**config.mk**
```make
export PLATFORM = sky130hd
export DESIGN_NAME = pipeline_ctrl
export DESIGN_NICKNAME = d
export VERILOG_FILES = /design/src/rtl/pipeline_ctrl_pkg.sv /design/src/rtl/pipeline_ctrl_hazard_detect.sv /design/src/rtl/pipeline_ctrl.sv
export SDC_FILE = /design/constraint.sdc
export NUM_CORES = 1
export LEC_CHECK = 0
export CAP_MARGIN = 20
export CORE_ASPECT_RATIO = 1.5
export CORE_MARGIN = 5
export CORE_UTILIZATION = 55
export DETAILED_ROUTE_END_ITERATION = 8
export DONT_BUFFER_PORTS = 1
export PLACE_DENSITY = 0.71
export SLEW_MARGIN = 10
export SYNTH_ARGS = -nofsm -noshare
export SYNTH_HDL_FRONTEND = slang
export SYNTH_SLANG_ARGS = --single-unit
```
**constraint.sdc**
```tcl
create_clock -name clk -period 2.35 [get_ports clk]
set_clock_uncertainty 0.05 [all_clocks]
set_input_delay 0 -clock clk [delete_from_list [all_inputs] [get_ports clk]]
set_output_delay 0 -clock clk [all_outputs]
set_load 0.005 [all_outputs]
```
**src/rtl/pipeline_ctrl_pkg.sv**
```systemverilog
// rtl/pipeline_ctrl_pkg.sv - shared FSM encodings, register constants and control bundle
package pipeline_ctrl_pkg;

  localparam logic [1:0] ST_RUN      = 2'b00;
  localparam logic [1:0] ST_MEM_WAIT = 2'b01;
  localparam logic [1:0] ST_ERROR    = 2'b10;

  localparam logic [4:0] REG_ZERO = 5'd0;

  typedef struct packed {
    logic pc_write;
    logic if_id_write;
    logic if_id_flush;
    logic id_ex_flush;
    logic freeze;
    logic wb_bubble;
  } ctrl_t;

  localparam ctrl_t CTRL_RUN = '{pc_write: 1'b1, if_id_write: 1'b1, if_id_flush: 1'b0,
                                 id_ex_flush: 1'b0, freeze: 1'b0, wb_bubble: 1'b0};
  localparam ctrl_t CTRL_RESET = '{pc_write: 1'b0, if_id_write: 1'b0, if_id_flush: 1'b1,
                                   id_ex_flush: 1'b1, freeze: 1'b0, wb_bubble: 1'b1};
  localparam ctrl_t CTRL_MEM_STALL = '{pc_write: 1'b0, if_id_write: 1'b0, if_id_flush: 1'b0,
                                       id_ex_flush: 1'b0, freeze: 1'b1, wb_bubble: 1'b1};
  localparam ctrl_t CTRL_BRANCH = '{pc_write: 1'b1, if_id_write: 1'b1, if_id_flush: 1'b1,
                                    id_ex_flush: 1'b1, freeze: 1'b0, wb_bubble: 1'b0};
  localparam ctrl_t CTRL_LOAD_USE = '{pc_write: 1'b0, if_id_write: 1'b0, if_id_flush: 1'b0,
                                      id_ex_flush: 1'b1, freeze: 1'b0, wb_bubble: 1'b0};

endpackage

```
**src/rtl/pipeline_ctrl_hazard_detect.sv**
```systemverilog
// rtl/pipeline_ctrl_hazard_detect.sv - combinational load-use hazard comparator
module hazard_detect
  import pipeline_ctrl_pkg::*;
(
  input  logic       ex_mem_read,
  input  logic [4:0] ex_rd,
  input  logic [4:0] id_rs1,
  input  logic [4:0] id_rs2,
  input  logic       id_uses_rs1,
  input  logic       id_uses_rs2,
  output logic       load_use
);

  logic rs1_hit;
  logic rs2_hit;

  assign rs1_hit = id_uses_rs1 && (id_rs1 == ex_rd);
  assign rs2_hit = id_uses_rs2 && (id_rs2 == ex_rd);

  // x0 is hardwired zero, so a load targeting it never produces a dependency
  assign load_use = ex_mem_read && (ex_rd != REG_ZERO) && (rs1_hit || rs2_hit);

endmodule

```
**src/rtl/pipeline_ctrl.sv**
```systemverilog
// rtl/pipeline_ctrl.sv - pipeline stall/flush controller with memory-wait FSM and perf counters
module pipeline_ctrl
  import pipeline_ctrl_pkg::*;
#(
  parameter int TIMEOUT_CYCLES = 256,
  parameter int CNT_W          = 32
) (
  input  logic             clk,
  input  logic             rst_n,
  input  logic [4:0]       id_rs1,
  input  logic [4:0]       id_rs2,
  input  logic             id_uses_rs1,
  input  logic             id_uses_rs2,
  input  logic             ex_mem_read,
  input  logic [4:0]       ex_rd,
  input  logic             ex_branch_taken,
  input  logic             dmem_req,
  input  logic             dmem_ready,
  output logic             pc_write,
  output logic             if_id_write,
  output logic             if_id_flush,
  output logic             id_ex_flush,
  output logic             freeze,
  output logic             wb_bubble,
  output logic             mem_err,
  output logic [CNT_W-1:0] stall_cnt,
  output logic [CNT_W-1:0] flush_cnt,
  output logic [1:0]       state
);

  localparam int WAIT_W = $clog2(TIMEOUT_CYCLES + 1);
  localparam logic [WAIT_W-1:0] WAIT_LAST = WAIT_W'(TIMEOUT_CYCLES - 1);

  logic [1:0]        state_q;
  logic [WAIT_W-1:0] wait_cnt;
  logic              load_use;
  logic              mem_stall;
  logic              stall_inc;
  logic              flush_inc;
  ctrl_t             ctrl;

  hazard_detect u_hazard_detect (
    .ex_mem_read (ex_mem_read),
    .ex_rd       (ex_rd),
    .id_rs1      (id_rs1),
    .id_rs2      (id_rs2),
    .id_uses_rs1 (id_uses_rs1),
    .id_uses_rs2 (id_uses_rs2),
    .load_use    (load_use)
  );

  always_comb begin
    mem_stall = 1'b0;
    case (state_q)
      ST_RUN:      mem_stall = dmem_req && !dmem_ready;
      ST_MEM_WAIT: mem_stall = !dmem_ready;
      ST_ERROR:    mem_stall = 1'b1;
      default:     mem_stall = 1'b0;
    endcase
  end

  // A taken branch frozen in EX simply reappears here once the stall lifts
  always_comb begin
    ctrl = CTRL_RUN;
    if (!rst_n)
      ctrl = CTRL_RESET;
    else if (mem_stall)
      ctrl = CTRL_MEM_STALL;
    else if (ex_branch_taken)
      ctrl = CTRL_BRANCH;
    else if (load_use)
      ctrl = CTRL_LOAD_USE;
  end

  assign stall_inc = mem_stall || (!ex_branch_taken && load_use);
  assign flush_inc = !mem_stall && ex_branch_taken;

  always_ff @(posedge clk) begin
    if (!rst_n) begin
      state_q   <= ST_RUN;
      wait_cnt  <= '0;
      stall_cnt <= '0;
      flush_cnt <= '0;
    end else begin
      case (state_q)
        ST_RUN: begin
          if (dmem_req && !dmem_ready) begin
            state_q  <= ST_MEM_WAIT;
            wait_cnt <= '0;
          end
        end
        ST_MEM_WAIT: begin
          if (dmem_ready)
            state_q <= ST_RUN;
          else if (wait_cnt == WAIT_LAST)
            state_q <= ST_ERROR;
          else
            wait_cnt <= wait_cnt + WAIT_W'(1);
        end
        ST_ERROR: state_q <= ST_ERROR;
        default:  state_q <= ST_RUN;
      endcase

      if (stall_inc && (stall_cnt != {CNT_W{1'b1}}))
        stall_cnt <= stall_cnt + CNT_W'(1);
      if (flush_inc && (flush_cnt != {CNT_W{1'b1}}))
        flush_cnt <= flush_cnt + CNT_W'(1);
    end
  end

  assign pc_write    = ctrl.pc_write;
  assign if_id_write = ctrl.if_id_write;
  assign if_id_flush = ctrl.if_id_flush;
  assign id_ex_flush = ctrl.id_ex_flush;
  assign freeze      = ctrl.freeze;
  assign wb_bubble   = ctrl.wb_bubble;
  assign mem_err     = (state_q == ST_ERROR);
  assign state       = state_q;

endmodule

```
==> metrics.md, run 1 <==
| Metric | Value |
|---|---|
| All-Layer GR Usage | 0.220 |
| Final min period | 2230 ps |
| Layout Nets | 512 |
| Initial DRT Pass Iterations | 4 |
| Sequential element share of the synthesized area | 0.404 |
| Setup Crit Path Kind | reg2reg |
| Share of the synthesized area in the top cell type | 0.404 |
| Grt ovf | 0 |
| PwrDens | 574 nW/um^2 |
| Worst hold path class | in2out |
| Clock Path Buffers | 2 |
| Slew headroom | 0.549 |
| Fraction of the cycle the final worst path needs | 0.948 |
| Top cells by area, synth | dfxtp_1 40%, xor2_1 8.0%, nor2_1 6.2% |
| Peak per-stage delay on the critical path | 340 ps |
| VDD IR max | 0.000446 V |
| Cell taking the most area after synthesis | dfxtp_1 |
| # H-tree levels | 3 |
| Slowest CP cell | dfxtp_1 |
| Max-cap violations | 0 |
| DIE AREA | 8530 sq um |
| Number of enable flip-flop cells after synthesis | 0 |
| CP Cell Sequence | or2_1 -> o21a_4 -> and2_4 -> a41oi_4 -> nand2_4 -> buf_4 -> or3_1 -> a21oi_1 |
| DRT antenna net count | 0 |
| Synthesis-stage register bit count | 75 |
| WL per Instance | 16.4 um |
| CTS tree | done |
| WL final | 9270 um |
| CP delay by family, top | simple AND/OR/NAND/NOR gates |
| Setup-failing EPs final | 0 |
| Max Slew Vio Count | 0 |
| Most frequent cells in the layout | 72 x dfxtp_1, 61 x nor2_1, 40 x buf_4, 34 x nand3_1, 34 x xor2_1 |
| Fin worst setup slack | 121 ps |
| # diodes | 0 |
| Ys flop type | dfxtp_1 |
| Initial antenna violation count | 0 |
| Unique masters post-synth | 49 |
| Clk slew on worst S/H paths | 70 ps |
| Number of CTS-inserted buffers | 9 |
| # rows | 36 |
| # clock sinks | 75 |
| Mean Syn Cell Area | 8.33 sq um |
| Worst-skew pair later-pin latency | 350 ps |
| CP Capture Type | flip-flop |
| Mapped Nets | 473 |
| Vias in the first global route | 3297 |
| Post-place setup slack | 46.3 ps |
| Worst-Margin Slew | 676 ps |
| Final hold vios | 0 |
| Share of cells above drive strength 1 | 0.147 |
| Most common cell after layout, fill and taps aside | dfxtp_1 |
| DR iter-0 viols | 198 |
| CP bufs+invs | 1 |
| Core Area | 6530 sq um |
| Die height | 111 um |
| First-pass GRT wire length | 15600 um |
| Mapped Area | 3720 sq um |
| Finished Cell Area | 4320 sq um |
| I/O pin count | 96 |
| Starting Density | 0.569 |
| DP Area | 4040 sq um |
| Detail Placement HPWL | 6790 um |
| Gpl congestion | 0.805 |
| Vias | 3363 |
| CP Launch Type | flip-flop |
| Static leakage | 1.59 nW |
| Status | finished, final reports clean |
| Largest net degree at the start of global routing | 40 |
| Synth warnings | 0 |
| Post-DR vias/cell | 5.94 |
| Area Growth Syn to Fin | 16.3% |
| Worst path required time | 2570 ps |
| Crit path DAT | 2440 ps |
| DRC | 0 |
| Top fanout value on the critical path | 25 |
| Buffers on Ports | 0 |
| Fmax | 449 MHz |
| Die X | 77.1 um |
| Syn Inst Count | 446 |
| Root buf cell | clkbuf_8 |
| RSZ-0062 raised after global routing | yes |
| Post-synth ARST share | 0 |
cells by family (layout without fill, tap and decap cells):
family / count (synthesis) / after routing / share of synthesized area
AOI/OAI and AO/OA: 67 / 67 / 0.115
xor gates and xnor gates: 53 / 53 / 0.125
adders and majority gates: 4 / 4 / 0.0135
buffers and inverters: 26 / 70 / 0.0306
DFF: 75 / 75 / 0.404
muxes: 2 / 2 / 0.00539
and+or+nand+nor: 219 / 219 / 0.306
report_power, final:
part           internal, mW  switching, mW
registers              1.28        0.00818
clock network         0.591          0.456
logic                0.0548         0.0894
total                  1.93          0.553
cell type report:
type / instances / area (sq um)
clock inverter: 6 / 80.1
multi-input combinational: 345 / 2140
fill: 570 / 2210
tap: 76 / 95.1
clock buffer: 10 / 128
inverter: 11 / 41.3
sequential: 75 / 1510
timing repair buffer: 43 / 330
per-stage QoR:
stage | setup TNS (ps) | total power, mW | hold slack, ps | std cells | utilization
detailed placement | 0 | 1.45 | 17.1 | 547 | 0.618
global route | -27.3 | 2.60 | 21.5 | 566 | 0.662
floorplan | 0 | 1.42 | 10.0 | 446 | -
CTS | 0 | 2.50 | 16.7 | 566 | 0.655
finish | 0 | 2.48 | 13.2 | 566 | 0.662
global placement | 0 | 1.45 | 27.3 | 547 | 0.618
routing by layer:
metal / vias up / global-route usage / routed length, um
met5: - / 0 / 0
met3: 16 / 0.0650 / 746
li1: 1664 / - / -
met1: 1576 / 0.254 / 3620
met2: 107 / 0.372 / 4700
met4: 0 / 0.0986 / 202
registers in the layout, summed over array words and instances (netlist names):
name	count
flush_cnt	32
stall_cnt	32
state	2
wait_cnt	9
synthesized netlist by cell type, drive strengths merged (2+ instances only):
master / instances
dfxtp: 75
nor2: 61
nand2: 34
nand3: 34
xor2: 34
a21oi: 27
o21ai: 19
xnor2: 19
nand4: 16
and3: 15
or3: 14
inv: 11
and2: 9
and4: 8
clkbuf: 8
nor4: 8
buf: 7
o31ai: 7
or4: 7
nand2b: 6
ha: 4
nor3: 4
a41oi: 2
mux2i: 2
o2111ai: 2
o211ai: 2
o21a: 2
worst reg2reg max path: cells and delay by family (launching register included):
family / cells / cell delay, ps
DFF: 1 / 340
buffers and inverters: 1 / 210
and+or+nand+nor: 4 / 960
AOI/OAI and AO/OA: 3 / 590
final timing paths:
kind                            startpoint                    endpoint  slack (ps)  cells past startpoint
hold reg to reg   wait_cnt[5]$_SDFFE_PN0P_    wait_cnt[5]$_SDFFE_PN0P_         450                      2
hold / removal                       rst_n                   wb_bubble          10                      1
setup reg to reg     state[1]$_SDFFE_PN0P_  stall_cnt[15]$_SDFFE_PN0P_         120                      8
setup / recovery     state[1]$_SDFFE_PN0P_  stall_cnt[15]$_SDFFE_PN0P_         120                      8
timing repair:
item,in CTS,in global routing
setup buffers,0,0
hold endpoints to repair,16,0
endpoints found under the setup margin,0,23
resized for setup,0,11
hold buffers,3,0
Power figures use the tool's default switching activity.
==> run 2: changes to the inputs <==
Settings changed: HOLD_SLACK_MARGIN set to 0.12.
==> run 2 against run 1 <==
Against the previous run:
- combinational power hardly changed
- clock-buffer cell count stayed put
- final area is 0.26% higher
- via count is 0.51% higher
- worst setup slack worse by 2.6 ps
- critical path type unchanged
- clock power hardly changed
- utilization is 0.17 points higher
- non-clock buffer count is 1 higher
==> metrics.md, run 2 (synthesis gave the netlist of run 1 again) <==
| Metric | Value |
|---|---|
| # clock sinks | 75 |
| All-Layer GR Usage | 0.220 |
| Core Area | 6530 sq um |
| CP Cell Sequence | and3_1 -> nand4_1 -> buf_4 -> nor3_2 -> and3_1 -> nand3_1 -> or4_1 -> a21oi_1 |
| Largest net degree at the start of global routing | 40 |
| CP delay by family, top | simple AND/OR/NAND/NOR gates |
| VDD IR max | 0.000447 V |
| Post-layout util | 0.663 |
| Top fanout value on the critical path | 4 |
| Top flop regs | flush_cnt x32, stall_cnt x32, wait_cnt x9 |
| CP Capture Type | flip-flop |
| Clk network pwr share | 0.422 |
| # H-tree levels | 3 |
| Die X | 77.1 um |
| Sw Pwr | 555 uW |
| DR iter-0 viols | 234 |
| Power share of the combinational group | 0.059 |
| Worst path required time | 2590 ps |
| Die height | 111 um |
| Static leakage | 1.59 nW |
| Setup Crit Path Kind | reg2reg |
| Buffers on Ports | 0 |
| Max-cap violations | 0 |
| PwrDens | 573 nW/um^2 |
| Clock Path Buffers | 2 |
| Final hold vios | 0 |
| Area Growth Syn to Fin | 16.6% |
| Crit path DAT | 2470 ps |
| Clk slew on worst S/H paths | 80 ps |
| DIE AREA | 8530 sq um |
| Fmax | 448 MHz |
| Starting Density | 0.569 |
| Switch share | 0.224 |
| Internal power | 1.93 mW |
| CP Launch Type | flip-flop |
| Peak per-stage delay on the critical path | 420 ps |
| WL per Instance | 16.2 um |
| Worst-Margin Slew | 682 ps |
| Detail Placement HPWL | 6790 um |
| Multi-input gate area | 2140 sq um |
| Share of cells above drive strength 1 | 0.149 |
| # rows | 36 |
| Most common cell after layout, fill and taps aside | dfxtp_1 |
| Slew headroom | 0.545 |
| Final min period | 2230 ps |
| Root buf cell | clkbuf_8 |
| Most frequent cells in the layout | 71 x dfxtp_1, 61 x nor2_1, 40 x buf_4, 34 x nand3_1, 34 x xor2_1 |
| Vias | 3380 |
| Fraction of the cycle the final worst path needs | 0.950 |
| DP Area | 4040 sq um |
| Slowest CP cell | or4_1 |
| First-pass GRT wire length | 15600 um |
| Max Slew Vio Count | 0 |
| Worst hold path class | in2reg |
| DRT antenna net count | 0 |
| Status | finished, final reports clean |
| # fillers | 568 |
| Post-DR vias/cell | 5.96 |
| CTS tree | done |
| Reg power frac | 0.519 |
| Initial DRT Pass Iterations | 4 |
| # diodes | 0 |
| Reg area | 1510 sq um |
| Number of CTS-inserted buffers | 9 |
| Finished Cell Area | 4330 sq um |
| Setup-failing EPs final | 0 |
| Worst-skew pair later-pin latency | 350 ps |
| Post-place setup slack | 46.3 ps |
| CP most frequent cell | and3_1 |
| Layout Nets | 513 |
| Setup Buffers After CTS | 0 |
| Fin worst setup slack | 119 ps |
| Grt ovf | 0 |
| Vias in the first global route | 3294 |
| Initial antenna violation count | 0 |
| I/O pin count | 96 |
| Gpl congestion | 0.805 |
| CP bufs+invs | 1 |
| WL final | 9210 um |
| DRC | 0 |
[run 2: changes by cell type in the layout (fill, tap and decap cells not counted)]
cell	delta
dfxtp_1	-1
dlygate4sd3_1	+1
dfxtp_2	+1
[run 2: final timing paths]
path         cells past startpoint                         end  slack, ps                        from
min                              5       state[0]$_SDFFE_PN0P_        250                  dmem_ready
min reg2reg                      2    wait_cnt[5]$_SDFFE_PN0P_        450    wait_cnt[5]$_SDFFE_PN0P_
max reg2reg                      8  stall_cnt[30]$_SDFFE_PN0P_        120  stall_cnt[10]$_SDFFE_PN0P_
max                              8  stall_cnt[30]$_SDFFE_PN0P_        120  stall_cnt[10]$_SDFFE_PN0P_
[run 2: metal layers]
layer | GRT usage | vias to the layer above | part of all wire
li1 | - | 1669 | -
met1 | 0.251 | 1585 | 0.39
met2 | 0.373 | 111 | 0.51
met3 | 0.0650 | 15 | 0.080
met4 | 0.0986 | 0 | 0.021
met5 | 0 | - | 0
[run 2: final cells by class]
cell class / count / area share
Multi-Input combinational cell: 345 / 0.494
Sequential cell: 75 / 0.348
Timing Repair Buffer: 44 / 0.0785
Clock buffer: 10 / 0.0295
Tap cell: 76 / 0.0219
Clock inverter: 6 / 0.0185
Inverter: 11 / 0.00953
[run 2: through the flow]
| stage | cells | hold slack [ps] | power [mW] | TNS [ps] |
|---|---|---|---|---|
| after floorplan | 446 | 10.0 | 1.42 | 0 |
| after global placement | 547 | 27.3 | 1.45 | 0 |
| after detailed placement | 547 | 17.1 | 1.45 | 0 |
| after CTS | 567 | 231 | 2.50 | 0 |
| after global routing | 567 | 249 | 2.60 | -7.58 |
| final | 567 | 248 | 2.48 | 0 |
[run 2: what timing repair did]
action	4_1_cts	5_1_grt
hold buffers	4	0
gates resized for setup	0	12
setup endpoints to repair	0	23
hold endpoints to repair	63	0
[run 2: power by group through the flow]
stage / Sequential, mW / Clock [mW] / Combinational (mW)
3_5_place_dp: 1.32 / 0 / 0.134
2_1_floorplan: 1.32 / 0 / 0.0982
3_3_place_gp: 1.32 / 0 / 0.132
5_1_grt: 1.29 / 1.15 / 0.163
6_report: 1.29 / 1.05 / 0.147
4_1_cts: 1.29 / 1.07 / 0.146
[run 2: worst min-delay path, delay by kind of cell]
kind	cells	cell delay, ps
buffers and inverters	2	290
and+or+nand+nor	2	260
AOI/OAI and AO/OA	1	40
==> run 3: changes to the inputs <==
Settings changed: CELL_PAD_IN_SITES_DETAIL_PLACEMENT set to 0, CELL_PAD_IN_SITES_GLOBAL_PLACEMENT set to 2, CORE_UTILIZATION 55 to 36, PLACE_DENSITY 0.71 to 0.79, SLEW_MARGIN 10 to 25.
==> run 3 against run 2 <==
Against the previous run:
- utilization down 21 points
- fmax up 2.3%
- global-route usage down 5.1 points
- non-clock buffer count up 16
- sequential power about the same
- sequential share of layout area down 2.2 points
- via count up 0.27%
- critical path depth unchanged
- critical path type unchanged
- critical endpoint is now stall_cnt[12]$_SDFFE_PN0P_
==> metrics.md, run 3 (synthesis gave the netlist of run 1 again) <==
| Metric | Value |
|---|---|
| Setup Crit Path Kind | reg2reg |
| Core Area | 10100 sq um |
| Root buf cell | clkbuf_16 |
| Setup-failing EPs final | 0 |
| First-pass GRT wire length | 16800 um |
| DP Area | 4210 sq um |
| Die height | 134 um |
| Power Total | 2.96 mW |
| Most common cell after layout, fill and taps aside | dfxtp_1 |
| Worst hold path class | in2reg |
| Final min period | 2180 ps |
| Worst path required time | 2560 ps |
| Max-cap violations | 0 |
| Layout Nets | 529 |
| Share of cells above drive strength 1 | 0.164 |
| VDD IR max | 0.000365 V |
| Gpl congestion | 0.786 |
| Max Slew Vio Count | 0 |
| CP Launch Type | flip-flop |
| Initial DRT Pass Iterations | 4 |
| Post-place setup slack | 50.4 ps |
| WL final | 10200 um |
| Most frequent cells in the layout | 74 x dfxtp_1, 61 x nor2_1, 56 x buf_4, 34 x nand3_1, 34 x xor2_1 |
| # clock sinks | 75 |
| Top flop regs | flush_cnt x32, stall_cnt x32, wait_cnt x9 |
| Vias in the first global route | 3382 |
| Number of CTS-inserted buffers | 9 |
| Clock Path Buffers | 2 |
| Fin worst setup slack | 169 ps |
| Largest net degree at the start of global routing | 52 |
| RSZ-0062 raised after global routing | no |
| # fillers | 1057 |
| Final hold slack | 157 ps |
| Status | finished, final reports clean |
| WL per Instance | 16.3 um |
| # diodes | 0 |
| Area Growth Syn to Fin | 24.1% |
| Buffers on Ports | 0 |
| Grt ovf | 0 |
| Slowest CP cell | dfxtp_1 |
| Worst-skew pair later-pin latency | 330 ps |
| Finished Cell Area | 4610 sq um |
| Final hold vios | 0 |
| Post-route setup TNS | 0 ps |
| Static leakage | 1.72 nW |
| Peak per-stage delay on the critical path | 310 ps |
| CP delay by family, top | simple AND/OR/NAND/NOR gates |
| Top fanout value on the critical path | 12 |
| Post-DR vias/cell | 5.43 |
| Initial antenna violation count | 0 |
| PwrDens | 642 nW/um^2 |
| Fraction of the cycle the final worst path needs | 0.928 |
| Detail Placement HPWL | 7610 um |
| CP bufs+invs | 1 |
| CP Cell Sequence | or2_1 -> o21a_4 -> and2_4 -> a41oi_4 -> buf_4 -> and2_1 -> and4_1 -> mux2i_1 |
| Crit path DAT | 2390 ps |
| I/O pin count | 96 |
| Vias | 3389 |
| CTS tree | done |
| CP Capture Type | flip-flop |
| Die X | 93.0 um |
| All-Layer GR Usage | 0.169 |
| Setup Buffers After CTS | 0 |
| # H-tree levels | 3 |
| Starting Density | 0.367 |
| DRC | 0 |
| DR iter-0 viols | 100 |
| Clk slew on worst S/H paths | 60 ps |
| Worst-Margin Slew | 683 ps |
| DIE AREA | 12500 sq um |
| Fmax | 459 MHz |
| Slew headroom | 0.542 |
| DRT antenna net count | 0 |
| # rows | 45 |
## run 3: cell count changes in the layout (fill, tap and decap cells not counted), moves of 3 or more
cell,before,now
clkbuf_8,9,2
clkinv_2,4,1
buf_4,40,56
dfxtp_1,71,74
clkbuf_16,0,9
dfxtp_2,4,1
## run 3: report_power, final
group | leakage, nW | switching [mW] | internal [mW]
registers | 0.605 | 0.00624 | 1.28
logic | 0.957 | 0.0973 | 0.0599
clock network | 0.159 | 0.529 | 0.986
## run 3: timing repair
| action | in CTS | in global routing |
|---|---|---|
| endpoints found under the hold margin | 33 | 0 |
| hold buffers | 4 | 0 |
| endpoints found under the setup margin | 0 | 21 |
| resized for setup | 0 | 6 |
## run 3: tightest hold or removal path, stage by stage
cell and delay (ps):
o2111ai_1 180, a21oi_2 130, xnor2_1 150, nor2_1 30
## run 3: final cells by class
cell class,count,area [sq um],area share
clock buffer,12,256,0.0556
clock inverter,4,72.6,0.0157
inverter,11,41.3,0.00895
multi-input combinational,345,2130,0.462
sequential,75,1500,0.326
tap,117,146,0.0317
timing repair buffer,60,460,0.0998
## run 3: worst paths after layout
path / startpoint / end / slack [ps] / depth (start not counted)
max: state[1]$_SDFFE_PN0P_ / stall_cnt[12]$_SDFFE_PN0P_ / 170 / 8
min: ex_branch_taken / flush_cnt[3]$_SDFFE_PN0P_ / 160 / 4
max reg2reg: state[1]$_SDFFE_PN0P_ / stall_cnt[12]$_SDFFE_PN0P_ / 170 / 8
min reg2reg: wait_cnt[5]$_SDFFE_PN0P_ / wait_cnt[5]$_SDFFE_PN0P_ / 440 / 2
## run 3: per-layer routing
metal  routed length [um]  track usage
met3                  689       0.0617
met2                 5380        0.301
met5                    0            0
met1                 3880        0.179
met4                  232       0.0693
## run 3: stage by stage
stage               instances  utilization
detailed placement        604        0.415
CTS                       624        0.452
finish                    624        0.455
global placement          604        0.415
floorplan                 446            -
global route              624        0.455
